===== src/rtl/dmem_pkg.sv =====
// Shared definitions for the data-memory access controller:
// access-code constants, FSM state encoding and the alignment check.
package dmem_pkg;

  localparam logic [3:0] ACC_LW  = 4'd0;
  localparam logic [3:0] ACC_LH  = 4'd1;
  localparam logic [3:0] ACC_LB  = 4'd2;
  localparam logic [3:0] ACC_LHU = 4'd3;
  localparam logic [3:0] ACC_LBU = 4'd4;
  localparam logic [3:0] ACC_SW  = 4'd5;
  localparam logic [3:0] ACC_SH  = 4'd6;
  localparam logic [3:0] ACC_SB  = 4'd7;

  typedef enum logic [2:0] {
    ST_IDLE   = 3'd0,
    ST_RD     = 3'd1,
    ST_LD_RSP = 3'd2,
    ST_WR     = 3'd3,
    ST_ERR    = 3'd4
  } state_e;

  // Loads are codes 0..4; everything from SW upwards is a store or invalid.
  function automatic logic dmem_is_load(input logic [3:0] acc);
    return (acc <= ACC_LBU);
  endfunction

  // True when the access cannot be performed: invalid code, or an address
  // that is not aligned to the access size.
  function automatic logic dmem_misaligned(input logic [1:0] off, input logic [3:0] acc);
    logic bad;
    bad = 1'b0;
    if (acc > ACC_SB) begin
      bad = 1'b1;
    end else if ((acc == ACC_LW) || (acc == ACC_SW)) begin
      bad = (off != 2'b00);
    end else if ((acc == ACC_LH) || (acc == ACC_LHU) || (acc == ACC_SH)) begin
      bad = off[0];
    end
    return bad;
  endfunction

endpackage


===== src/rtl/dmem_lane_merge.sv =====
// Byte/half lane logic: extracts and extends load data from a memory word,
// and builds the store word (full word for SW, lane-merged word for SH/SB).
// Purely combinational.
module dmem_lane_merge
  import dmem_pkg::*;
(
  input  logic [31:0] mem_word_i,
  input  logic [1:0]  byte_off_i,
  input  logic [3:0]  access_i,
  input  logic [31:0] wdata_i,
  output logic [31:0] load_word_o,
  output logic [31:0] store_word_o
);

  logic [7:0]  byte_sel;
  logic [15:0] half_sel;

  // Select the addressed byte and half-word lanes.
  always_comb begin
    byte_sel = mem_word_i[7:0];
    case (byte_off_i)
      2'd0: byte_sel = mem_word_i[7:0];
      2'd1: byte_sel = mem_word_i[15:8];
      2'd2: byte_sel = mem_word_i[23:16];
      default: byte_sel = mem_word_i[31:24];
    endcase
    half_sel = byte_off_i[1] ? mem_word_i[31:16] : mem_word_i[15:0];
  end

  // Extend the selected lane according to the load type.
  always_comb begin
    load_word_o = mem_word_i;
    case (access_i)
      ACC_LH:  load_word_o = {{16{half_sel[15]}}, half_sel};
      ACC_LHU: load_word_o = {16'h0000, half_sel};
      ACC_LB:  load_word_o = {{24{byte_sel[7]}}, byte_sel};
      ACC_LBU: load_word_o = {24'h000000, byte_sel};
      default: load_word_o = mem_word_i;
    endcase
  end

  // Replace the addressed lane of the old word with the store data.
  always_comb begin
    store_word_o = mem_word_i;
    case (access_i)
      ACC_SW: store_word_o = wdata_i;
      ACC_SH: begin
        if (byte_off_i[1]) store_word_o[31:16] = wdata_i[15:0];
        else               store_word_o[15:0]  = wdata_i[15:0];
      end
      ACC_SB: begin
        case (byte_off_i)
          2'd0: store_word_o[7:0]   = wdata_i[7:0];
          2'd1: store_word_o[15:8]  = wdata_i[7:0];
          2'd2: store_word_o[23:16] = wdata_i[7:0];
          default: store_word_o[31:24] = wdata_i[7:0];
        endcase
      end
      default: store_word_o = mem_word_i;
    endcase
  end

endmodule


===== src/rtl/dmem_access_ctrl.sv =====
// Multi-cycle load/store controller in front of a single-port synchronous
// data memory. Loads and sub-word stores read first (sub-word stores then
// write back a merged word); SW writes directly; bad accesses answer with an error.
module dmem_access_ctrl
  import dmem_pkg::*;
#(
  parameter int MEM_AW = 10
) (
  input  logic              clk,
  input  logic              rst,
  input  logic              req_valid,
  output logic              req_ready,
  input  logic [31:0]       req_addr,
  input  logic [3:0]        req_access,
  input  logic [31:0]       req_wdata,
  output logic              resp_valid,
  output logic              resp_err,
  output logic [31:0]       resp_rdata,
  output logic [MEM_AW-1:0] mem_addr,
  output logic              mem_re,
  output logic              mem_we,
  output logic [31:0]       mem_wdata,
  input  logic [31:0]       mem_rdata
);

  state_e            state_q;
  logic [MEM_AW+1:0] addr_q;
  logic [3:0]        access_q;
  logic [31:0]       wdata_q;

  logic [31:0] load_word;
  logic [31:0] store_word;

  // Address bits above the memory window do not select anything.
  logic unused_addr_hi;
  assign unused_addr_hi = ^req_addr[31:MEM_AW+2];

  dmem_lane_merge u_lane_merge (
    .mem_word_i  (mem_rdata),
    .byte_off_i  (addr_q[1:0]),
    .access_i    (access_q),
    .wdata_i     (wdata_q),
    .load_word_o (load_word),
    .store_word_o(store_word)
  );

  // Access FSM: capture the request in IDLE and route by access type.
  always_ff @(posedge clk) begin
    if (rst) begin
      state_q  <= ST_IDLE;
      addr_q   <= '0;
      access_q <= ACC_LW;
      wdata_q  <= '0;
    end else begin
      case (state_q)
        ST_IDLE: begin
          if (req_valid) begin
            addr_q   <= req_addr[MEM_AW+1:0];
            access_q <= req_access;
            wdata_q  <= req_wdata;
            if (dmem_misaligned(req_addr[1:0], req_access)) state_q <= ST_ERR;
            else if (req_access == ACC_SW)                  state_q <= ST_WR;
            else                                            state_q <= ST_RD;
          end
        end
        ST_RD:     state_q <= dmem_is_load(access_q) ? ST_LD_RSP : ST_WR;
        ST_LD_RSP: state_q <= ST_IDLE;
        ST_WR:     state_q <= ST_IDLE;
        ST_ERR:    state_q <= ST_IDLE;
        default:   state_q <= ST_IDLE;
      endcase
    end
  end

  // Outputs decode the current state; reset masks them immediately.
  always_comb begin
    req_ready  = 1'b0;
    resp_valid = 1'b0;
    resp_err   = 1'b0;
    resp_rdata = '0;
    mem_addr   = '0;
    mem_re     = 1'b0;
    mem_we     = 1'b0;
    mem_wdata  = '0;
    if (!rst) begin
      mem_addr = addr_q[MEM_AW+1:2];
      case (state_q)
        ST_IDLE: req_ready = 1'b1;
        ST_RD:   mem_re = 1'b1;
        ST_LD_RSP: begin
          resp_valid = 1'b1;
          resp_rdata = load_word;
        end
        ST_WR: begin
          mem_we     = 1'b1;
          mem_wdata  = store_word;
          resp_valid = 1'b1;
        end
        ST_ERR: begin
          resp_valid = 1'b1;
          resp_err   = 1'b1;
        end
        default: req_ready = 1'b0;
      endcase
    end
  end

endmodule


===== config.mk =====
export PLATFORM = sky130hd
export DESIGN_NAME = dmem_access_ctrl
export DESIGN_NICKNAME = d
export VERILOG_FILES = /design/src/rtl/dmem_pkg.sv /design/src/rtl/dmem_lane_merge.sv /design/src/rtl/dmem_access_ctrl.sv
export SDC_FILE = /design/constraint.sdc
export NUM_CORES = 1
export LEC_CHECK = 0
export ABC_AREA = 0
export BUFFER_PORTS_ARGS = -buffer_cell sky130_fd_sc_hd__buf_2
export CELL_PAD_IN_SITES_DETAIL_PLACEMENT = 0
export CELL_PAD_IN_SITES_GLOBAL_PLACEMENT = 1
export CORE_UTILIZATION = 25
export CTS_BUF_LIST = sky130_fd_sc_hd__clkbuf_4
export CTS_CLUSTER_SIZE = 28
export DETAILED_ROUTE_END_ITERATION = 10
export GPL_ROUTABILITY_DRIVEN = 0
export HOLD_SLACK_MARGIN = 0.15
export PLACE_DENSITY_LB_ADDON = 0.1
export SLEW_MARGIN = 10
export SYNTH_ARGS = -nofsm -noshare
export SYNTH_HDL_FRONTEND = slang
export SYNTH_SLANG_ARGS = --single-unit

===== constraint.sdc =====
create_clock -name clk -period 5.2 [get_ports clk]
set_clock_uncertainty 0.15 [all_clocks]
set_input_delay 0 -clock clk [delete_from_list [all_inputs] [get_ports clk]]
set_output_delay 0 -clock clk [all_outputs]
set_load 0.01 [all_outputs]

==> results.md <==
- Outcome: finished clean
- Worst Tran Pin Value: ~1.1 ns
- Gr ovfl total: 0
- First-pass GRT wire length: 24,700 um
- Util after Layout: 0.373
- Max VDD drop: 0.132 mV
- CP Capture Type: primary output
- Antenna violations before repair: 0
- Synthesis Warnings: 0
- Crit path arrival time: between 3 and 4 ns
- Min-delay src: mem_rdata[28]
- Setup total negative slack: 0 ns
- Clk slew on worst S/H paths: 0.16 ns
- R2R setup slack: approximately 2.3 ns
- GR Util met2: 0.316
- Critical path required time: 5.05 ns
- Largest net degree at the start of global routing: 54
- Endpoints failing hold: 0
- P_leak: 0.00250 uW
- Post-DRT Antenna Nets: 0
- Mean Syn Cell Area: 7.13 um2
- CTS tree: done
- Max Buffers Root-to-Sink: 2
- Clock tree sinks: 51
- Core Rows: 45
- FF-to-FF Start: state_q[2]$_SDFFE_PP0P_
- Hold path depth: 3
- Max frequency: 0.306 GHz
- Die X-Extent: 127 um
- Async SR Flop Fraction: 0
- Fin crit period: 3.27 ns
- Unrepaired setup endpoints after global routing: no
- Input/output buffers: 161
- Synthesized instance count: ~550
- Final HPWL DP: 11,700 um
- Setup crit start kind: register
- I/O pin count: 182
- Combinational Power Share: 0.348
- GRT Util Overall: 0.194
- Remaining DRCs: 0
- Worst rel slew slack: 0.255
- Core Footprint: 0.0152 mm2
- Fin crit share: 0.629
- Final setup viols: 0
- Final net count: 856
- Main flop type after synthesis: dfxtp_1
- Die Y: 127 um
- Avg Vias per Cell: 5.08
- Post-Syn Nets: 649
- Register-to-Register Path Depth: 6
- Reg2reg end: wdata_q[27]$_SDFFE_PP0P_
- Area Growth Syn to Fin: 45.6%
- Initial DRC count: 306
- Vias: 4,783
- Vias in the first global route: 4,542
- Postcts setup bufs: 0
- Die area: between 0.015 and 0.02 mm2
- Root Driver: clkbuf_4
- Crit Path Category: register to primary output
- Overall Power: just under 1000 uW
- Layout cells sized above 1: 0.259
- Hold Path Class: input pin to primary output
- Synthesized cell area: 0.00389 mm2
- Final Max Slew Viols: 0
- Diode count: 0
- Hold path endpoint: resp_rdata[28]
- Seq/Total Area, Yosys: 0.262
- Routed WL: approximately 16,000 um
- Cell Pwr Density: approximately 170 mW/mm2
- CTS Buf Count: 5
- Crit path max fanout: 26
- Met3 global-route usage: 0.0261
- Clock power frac: 0.185
- Grt peak-use layer: met2
- Flop pwr share: 0.467
- DR pass1 iterations: 5
- Net Switching: 343 uW
- Max H-tree Level: 2
- Post-synth EDFFs: 0
- Initial Util: 0.256
- Distinct cells, synth: 50
- Max-Cap Viols: 0
- FF+latch count, synth: just over 50
- P_int: 627 uW
- Routed WL per cell: 16.9 um
- Sw frac: 0.353
- Grt met1 use: 0.272
- Clk Latency, worst-skew pair: 0.38 ns
-- cell type report --
| type | instances | area [um2] |
|---|---|---|
| Clock inverter | 2 | 13.8 |
| Inverter | 3 | 11.3 |
| Tap cell | 188 | 235 |
| Timing Repair Buffer | 250 | 1670 |
| Sequential cell | 51 | 1020 |
| Multi-Input combinational cell | 442 | 2680 |
| Fill cell | 1674 | 9530 |
| Clock buffer | 5 | 37.5 |
-- power by group through the flow --
stage | Sequential (uW) | Clock (uW) | Combinational, uW
after floorplan | 444 | 0 | 187
after global placement | 461 | 0 | 279
after detailed placement | 462 | 0 | 280
after CTS | 453 | 188 | 337
after global routing | 458 | 202 | 373
final | 453 | 179 | 338
-- state kept, by name, summed over array words and instances (netlist names) --
register and flops:
state_q 3, addr_q 12, access_q 4, wdata_q 32
-- cells by family (layout without fill, tap and decap cells) --
group,count (synthesis),count (layout),synth area share
mux,41,41,0.111
flops,51,51,0.262
buf+inv,53,260,0.0543
compound gates,202,202,0.334
simple gates,197,197,0.234
xor+xnor,2,2,0.00450
-- synthesized netlist by cell type, drive strengths merged (2+ instances only) --
cell type,number,area share
nand4b,2,0.0045
nand2,85,0.082
o21a,18,0.035
a22oi,8,0.015
or2,3,0.0048
mux2,7,0.020
o21ai,38,0.049
o221a,8,0.023
a31oi,16,0.026
o211a,7,0.018
clkbuf,39,0.038
or3b,3,0.0067
nand3,2,0.0026
or3,3,0.0061
nor2,53,0.051
dfxtp,51,0.26
a211oi,3,0.0071
mux2i,33,0.085
buf,11,0.014
o22a,7,0.016
nor2b,13,0.021
a21oi,81,0.10
and3,9,0.014
a32oi,8,0.018
nand2b,13,0.021
inv,2,0.0019
nor3,3,0.0039
a21bo,2,0.0051
-- worst max-delay path, stage by stage (launching register included) --
cell	delay, ns
dfxtp_1	0.69
buf_4	0.45
mux2i_1	0.18
or3_4	0.40
a311oi_4	0.64
o21a_1	0.22
buf_2	0.13
-- how the worst max path moves through the flow --
stage | to | depth (start not counted) | start | slack, ns
2_1_floorplan | resp_rdata[21] | 6 | access_q[0]$_SDFFE_PP0P_ | 3.10
3_3_place_gp | resp_rdata[19] | 6 | addr_q[1]$_SDFFE_PP0P_ | 2.38
3_5_place_dp | resp_rdata[20] | 6 | addr_q[1]$_SDFFE_PP0P_ | 2.35
4_1_cts | resp_rdata[20] | 6 | addr_q[1]$_SDFFE_PP0P_ | 1.88
5_1_grt | resp_rdata[23] | 6 | addr_q[1]$_SDFFE_PP0P_ | 1.66
6_report | resp_rdata[20] | 6 | addr_q[1]$_SDFFE_PP0P_ | 1.93
-- timing repair --
action | 4_1_cts | 5_1_grt
endpoints found under the hold margin | 51 | 0
gates resized for setup | 0 | 0
hold buffers | 80 | 0
endpoints found under the setup margin | 0 | 0
-- placed cells by master, fill, tap and decap left out, drive strengths merged, types with 3 or more instances in the layout --
cell / n
mux2i: 33
or3: 3
dlygate4sd3: 80
nor2b: 13
nor2: 53
or2: 3
o221a: 8
nor3: 3
a211oi: 3
mux2: 7
dfxtp: 51
o22a: 7
and3: 9
o21a: 18
nand2b: 13
clkinv: 3
nand2: 85
o211a: 7
a32oi: 8
a31oi: 16
a21oi: 81
a22oi: 8
clkbuf: 5
buf: 170
o21ai: 38
or3b: 3
-- per-layer routing --
metal / wire length, um / up-vias
met5: 0 / -
met4: 175 / 0
met3: 972 / 12
met2: 7020 / 186
met1: 7750 / 2206
li1: - / 2379
-- through the flow --
| step | worst slack, ns | area [um2] | hold WS, ns | std cells |
|---|---|---|---|---|
| final | 1.93 | 5670 | 0.208 | 941 |
| after global routing | 1.66 | 5670 | 0.239 | 941 |
| after CTS | 1.88 | 5670 | 0.207 | 941 |
| after detailed placement | 2.35 | 4820 | 0.0622 | 854 |
| after global placement | 2.38 | 4820 | 0.0545 | 854 |
| after floorplan | 3.10 | 3890 | -0.0967 | 546 |
(Power assumes the default switching activity.)
